===== config.mk =====
export PLATFORM = sky130hd
export DESIGN_NAME = complex_div
export DESIGN_NICKNAME = d
export VERILOG_FILES = /design/src/rtl/complex_div.sv
export SDC_FILE = /design/constraint.sdc
export NUM_CORES = 1
export LEC_CHECK = 0
export ABC_AREA = 1
export BUFFER_PORTS_ARGS = -buffer_cell sky130_fd_sc_hd__buf_4
export CORE_MARGIN = 3
export CORE_UTILIZATION = 26
export CTS_BUF_LIST = sky130_fd_sc_hd__clkbuf_8
export DETAILED_ROUTE_END_ITERATION = 10
export PLACE_DENSITY = 0.48
export RECOVER_POWER = 25
export SYNTH_ARGS = -nofsm -noshare
export SYNTH_HDL_FRONTEND = slang
export SYNTH_SLANG_ARGS = --single-unit

===== constraint.sdc =====
create_clock -name clk -period 10.05 [get_ports clk]
set_clock_uncertainty 0.1 [all_clocks]
set_input_delay 1.5075 -clock clk [delete_from_list [all_inputs] [get_ports clk]]
set_output_delay 1.5075 -clock clk [all_outputs]
set_load 0.01 [all_outputs]

===== src/rtl/complex_div.sv =====
// Sequential complex divider: q = a*conj(b)/|b|^2 via a shared restoring-divider loop.
// Build option COMPLEX_DIV_SAT_EN: saturate out-of-range quotients instead of wrapping.
module complex_div #(
    parameter int WIDTH = 8
) (
    input  logic             clk,
    input  logic             rst,
    input  logic             start,
    input  logic [WIDTH-1:0] aReal,
    input  logic [WIDTH-1:0] aImag,
    input  logic [WIDTH-1:0] bReal,
    input  logic [WIDTH-1:0] bImag,
    output logic             busy,
    output logic             done,
    output logic [WIDTH-1:0] outReal,
    output logic [WIDTH-1:0] outImag,
    output logic             divZero
);

    localparam int NW = 2 * WIDTH;
    localparam logic [NW-1:0] CNT_LAST = NW'(NW - 1);

`ifdef COMPLEX_DIV_SAT_EN
    localparam logic signed [NW:0] Q_MAX = {{(WIDTH+2){1'b0}}, {(WIDTH-1){1'b1}}};
    localparam logic signed [NW:0] Q_MIN = {{(WIDTH+2){1'b1}}, {(WIDTH-1){1'b0}}};
`endif

    typedef enum logic [1:0] {
        S_IDLE,
        S_PREP,
        S_DIV,
        S_FIX
    } state_t;

    state_t r_state;
    state_t w_next;

    logic [WIDTH-1:0] r_aRe, r_aIm, r_bRe, r_bIm;
    logic [NW-1:0]    r_qR, r_qI, r_remR, r_remI, r_den, r_cnt;
    logic             r_negR, r_negI, r_zero, r_done, r_divZero;
    logic [WIDTH-1:0] r_outRe, r_outIm;

    logic signed [NW:0] w_aReX, w_aImX, w_bReX, w_bImX;
    logic signed [NW:0] w_nr, w_ni, w_nrAbs, w_niAbs;
    logic [NW-1:0]      w_bReN, w_bImN, w_den;
    logic [2*NW-1:0]    w_stepR, w_stepI;
    logic signed [NW:0] w_sqR, w_sqI;
    logic [WIDTH-1:0]   w_outR, w_outI;
    logic               w_unused;

    // Sign-extend before multiplying so the products keep full precision
    assign w_aReX = {{(WIDTH+1){r_aRe[WIDTH-1]}}, r_aRe};
    assign w_aImX = {{(WIDTH+1){r_aIm[WIDTH-1]}}, r_aIm};
    assign w_bReX = {{(WIDTH+1){r_bRe[WIDTH-1]}}, r_bRe};
    assign w_bImX = {{(WIDTH+1){r_bIm[WIDTH-1]}}, r_bIm};

    assign w_nr    = w_aReX * w_bReX + w_aImX * w_bImX;
    assign w_ni    = w_aImX * w_bReX - w_aReX * w_bImX;
    assign w_nrAbs = w_nr[NW] ? -w_nr : w_nr;
    assign w_niAbs = w_ni[NW] ? -w_ni : w_ni;

    // |b|^2 never exceeds 2^(NW-1), so NW-bit arithmetic is exact
    assign w_bReN = {{WIDTH{r_bRe[WIDTH-1]}}, r_bRe};
    assign w_bImN = {{WIDTH{r_bIm[WIDTH-1]}}, r_bIm};
    assign w_den  = w_bReN * w_bReN + w_bImN * w_bImN;

    function automatic logic [2*NW-1:0] div_step(input logic [NW-1:0] rem,
                                                 input logic [NW-1:0] q,
                                                 input logic [NW-1:0] den);
        logic [NW:0] sh;
        sh = {rem, q[NW-1]};
        if (sh >= {1'b0, den})
            return {NW'(sh - {1'b0, den}), q[NW-2:0], 1'b1};
        else
            return {sh[NW-1:0], q[NW-2:0], 1'b0};
    endfunction

    assign w_stepR = div_step(r_remR, r_qR, r_den);
    assign w_stepI = div_step(r_remI, r_qI, r_den);

    assign w_sqR = r_negR ? -$signed({1'b0, r_qR}) : $signed({1'b0, r_qR});
    assign w_sqI = r_negI ? -$signed({1'b0, r_qI}) : $signed({1'b0, r_qI});

    always_comb begin
        w_outR = w_sqR[WIDTH-1:0];
        w_outI = w_sqI[WIDTH-1:0];
`ifdef COMPLEX_DIV_SAT_EN
        if (w_sqR > Q_MAX)
            w_outR = Q_MAX[WIDTH-1:0];
        else if (w_sqR < Q_MIN)
            w_outR = Q_MIN[WIDTH-1:0];
        if (w_sqI > Q_MAX)
            w_outI = Q_MAX[WIDTH-1:0];
        else if (w_sqI < Q_MIN)
            w_outI = Q_MIN[WIDTH-1:0];
`endif
    end

    assign w_unused = ^{w_nrAbs[NW], w_niAbs[NW], w_sqR[NW:WIDTH], w_sqI[NW:WIDTH]};

    always_ff @(posedge clk or posedge rst) begin
        if (rst)
            r_state <= S_IDLE;
        else
            r_state <= w_next;
    end

    always_comb begin
        w_next = r_state;
        case (r_state)
            S_IDLE:  if (start) w_next = S_PREP;
            S_PREP:  w_next = S_DIV;
            S_DIV:   if (r_cnt == CNT_LAST) w_next = S_FIX;
            S_FIX:   w_next = S_IDLE;
            default: w_next = S_IDLE;
        endcase
    end

    always_ff @(posedge clk or posedge rst) begin
        if (rst) begin
            r_aRe     <= '0;
            r_aIm     <= '0;
            r_bRe     <= '0;
            r_bIm     <= '0;
            r_qR      <= '0;
            r_qI      <= '0;
            r_remR    <= '0;
            r_remI    <= '0;
            r_den     <= '0;
            r_cnt     <= '0;
            r_negR    <= 1'b0;
            r_negI    <= 1'b0;
            r_zero    <= 1'b0;
            r_done    <= 1'b0;
            r_divZero <= 1'b0;
            r_outRe   <= '0;
            r_outIm   <= '0;
        end else begin
            r_done <= 1'b0;
            case (r_state)
                S_IDLE: begin
                    if (start) begin
                        r_aRe <= aReal;
                        r_aIm <= aImag;
                        r_bRe <= bReal;
                        r_bIm <= bImag;
                    end
                end
                S_PREP: begin
                    r_qR   <= w_nrAbs[NW-1:0];
                    r_qI   <= w_niAbs[NW-1:0];
                    r_negR <= w_nr[NW];
                    r_negI <= w_ni[NW];
                    r_den  <= w_den;
                    r_zero <= (w_den == '0);
                    r_remR <= '0;
                    r_remI <= '0;
                    r_cnt  <= '0;
                end
                S_DIV: begin
                    {r_remR, r_qR} <= w_stepR;
                    {r_remI, r_qI} <= w_stepI;
                    r_cnt          <= r_cnt + NW'(1);
                end
                S_FIX: begin
                    r_outRe   <= r_zero ? '0 : w_outR;
                    r_outIm   <= r_zero ? '0 : w_outI;
                    r_divZero <= r_zero;
                    r_done    <= 1'b1;
                end
                default: ;
            endcase
        end
    end

    assign busy    = (r_state != S_IDLE);
    assign done    = r_done;
    assign outReal = r_outRe;
    assign outImag = r_outIm;
    assign divZero = r_divZero;

endmodule

==> impl_metrics.py <==
metrics = {
    "setup_path": {
        "r2r_end": "r_qR[15]$_DFFE_PP0P_",
        "worst_setup_path_end_kind": "flip-flop",
        "r2r_setup_slack_ns": 3.02,
        "cp-startpoint": "r_bRe[7]$_DFFE_PP0P_",
        "cp.depth": 25,
        "cp-endpoint": "r_qR[15]$_DFFE_PP0P_",
        "crit_arrival_ns": 7.37,
        "r2r_cells": 25,
        "critPathSlowestCell": "dfrtp_1",
        "crit_buf_inv": 8,
        "cp_common_cell": "inv_1",
        "crit_fanout": 20,
        "startpoint_type": "flip-flop",
        "required_ns": 10.38,
        "r2r_start": "r_bRe[7]$_DFFE_PP0P_",
        "slowest_delay_ns": 0.63,
        "worstSetupPathType": "flip-flop to flip-flop",
        "crit_family": "adder cells",
    },
    "clock_tree": {
        "htreeDepth": 4,
        "clk_pin_slew_ns": 0.11,
        "cts_resized": 0,
        "postCtsSetupBuffers": 0,
        "cts.sinks": 151,
        "numCtsBuffers": 17,
        "clock-root-buffer": "clkbuf_8",
        "clk_latency_ns": 0.57,
        "cts_buffer_depth": 2,
        "cts_tree": "done",
        "hold_buffers": 0,
    },
    "final_layout": {
        "layout_commonest_cell": "inv_1",
        "fin_cells": 4630,
        "drive_above_1_share_pct": 4.09,
        "syn_to_final_growth_pct": 8.22,
        "fillers": 10630,
        "final_nets": 3976,
        "final_cell_mix": "inv_1 (936), nand2_1 (796), fa_1 (397), ha_1 (204)",
    },
    "synth": {
        "ys_top_cells_by_area": "fa_1 (31%), dfrtp_1 (15%), inv_1 (14%)",
        "synth_top_area_share_pct": 31.0,
        "synth_compound_area_share_pct": 6.27,
        "yosys.area_share.simple_pct": 18.7,
        "yosys_register_bits": 151,
        "yosysTopAreaCell": "fa_1",
        "synthCells": 3362,
        "seq_area_frac_synth_pct": 14.7,
        "synth.net_count": 3998,
        "ys_types": 46,
        "yosys.area_share.xor_xnor_pct": 2.91,
        "synth_top_family_by_area": "adder cells",
        "yosysWarnings": 0,
        "netlist_area_um2": 25600,
        "synth_fa_ha_area_share_pct": 41.0,
        "synth-async-reset-ratio_pct": 100,
        "synth-edff-count": 0,
        "yosys_most_used_dff": "dfrtp_1",
        "synth.avg_cell_area_um2": 7.62,
        "synth_mux_area_share_pct": 0.703,
    },
    "grt": {
        "grt_max_degree": 58,
        "grt_pass1_vias": 19915,
        "overflow": 0,
        "grt_pass1_wl_mm": 109,
        "grt_usage_pct": 13.4,
        "grt_antenna_before_repair": 1,
    },
    "floorplan": {
        "dieArea_um2": 102000,
        "die_h_um": 320,
        "num_rows": 114,
        "core_area_um2": 97100,
        "start_util_pct": 26.4,
        "die_w_um": 320,
        "ios": 54,
    },
    "timing": {
        "worstMarginPinSlew_ns": 3.28,
        "drv_slew": 190,
        "max_clock_freq_mhz": 142,
        "rsz0062_at_grt": "false",
        "fin_crit_sh_pct": 70.0,
        "tns_ns": 0,
        "min_period_ns": 7.03,
        "slew_headroom_pct": -119,
        "setup_viol": 0,
        "finalHoldViolCount": 0,
    },
    "detailed_routing": {
        "wirelength_mm": 66.0,
        "wire_per_inst_um": 14.2,
        "drt_iter0_markers": 1083,
        "viasPerCell": 4.28,
        "drc": 0,
        "vias": 19799,
        "firstDrtPassIters": 5,
        "drtAntennaViolNets": 0,
    },
    "placement": {
        "place_hpwl_mm": 52.3,
        "dp.cells": 4597,
        "place_congestion": 0.837,
        "io_buffer_count": 53,
    },
    "flow_run": {
        "drv_cap": 4,
    },
    "status": {
        "status": "finished with violations",
        "failed_checks": "max-capacitance violations, max-slew violations",
    },
    "worst_hold_path": {
        "hp-class": "flip-flop to flip-flop",
    },
}
[area by class of cell]
type	instances	area (µm²)	area share, %
Tap cell	1276	1600	5.76
Timing Repair Buffer	79	574	2.07
Clock buffer	17	234	0.844
Sequential cell	151	3780	13.6
Antenna cell	1	2.50	0.00903
Clock inverter	15	183	0.659
Inverter	939	3530	12.7
Multi-Input combinational cell	2152	17800	64.3
[cells in the mapped netlist (5+ instances only)]
cell / count
fa_1: 397
dfrtp_1: 151
mux2_2: 16
or2_2: 5
xor2_1: 46
nand3b_1: 10
ha_1: 204
o21bai_1: 9
a21oi_1: 83
a21o_1: 9
inv_1: 937
o22ai_1: 32
o211ai_1: 22
nand3_1: 128
buf_2: 13
clkbuf_1: 100
nand4_1: 37
o21ai_0: 91
a31oi_1: 5
nor2_1: 152
o21ai_1: 8
nor3_1: 29
xnor2_1: 39
nand2_1: 797
[kinds of logic (layout without fill, tap and decap cells)]
| kind of cell | Yosys count | count (layout) |
|---|---|---|
| other cells | 0 | 1 |
| compound gates | 277 | 277 |
| simple gates | 1173 | 1173 |
| buf+inv | 1059 | 1050 |
| flops | 151 | 151 |
| fa+ha+maj | 601 | 601 |
| mux | 16 | 16 |
| xor+xnor | 85 | 85 |
[flip-flops by register name, summed over array words and instances, names as in the netlist, 2 cells and up]
register,count
outImag,8
outReal,8
r_aIm,8
r_aRe,8
r_bIm,8
r_bRe,8
r_cnt,16
r_den,16
r_qI,16
r_qR,16
r_remI,16
r_remR,16
r_state,2
[stage by stage]
step	hold slack (ns)	worst slack (ns)	utilization (%)	cell area, µm²
finish	0.389	3.02	28.5	27700
global route	0.413	2.55	28.5	27700
CTS	0.389	3.03	28.6	27700
detailed placement	0.371	3.05	28.1	27300
global placement	0.364	3.02	28.1	27300
floorplan	0.338	4.10	-	25600
[how the worst min path moves through the flow]
stage               cells past startpoint                    from                     end
floorplan                               1   r_cnt[15]$_DFFE_PP0P_   r_cnt[15]$_DFFE_PP0P_
global placement                        1   r_cnt[15]$_DFFE_PP0P_   r_cnt[15]$_DFFE_PP0P_
detailed placement                      2  outReal[7]$_DFFE_PP0P_  outReal[7]$_DFFE_PP0P_
CTS                                     1   r_cnt[15]$_DFFE_PP0P_   r_cnt[15]$_DFFE_PP0P_
global route                            1   r_cnt[15]$_DFFE_PP0P_   r_cnt[15]$_DFFE_PP0P_
finish                                  1   r_cnt[15]$_DFFE_PP0P_   r_cnt[15]$_DFFE_PP0P_
[routing by layer]
layer	routed length, µm	part of all wire, %	GRT usage [%]	vias up
met2	29100	44	20.9	293
met3	2900	4.4	2.42	30
met5	0	0	0	-
met1	33100	50	19.4	9586
li1	-	-	-	9890
met4	823	1.2	2.75	0
Power is left out: the tool's default activity adds up to more than one toggle a clock period on the data nets, which glitch-free logic cannot reach.
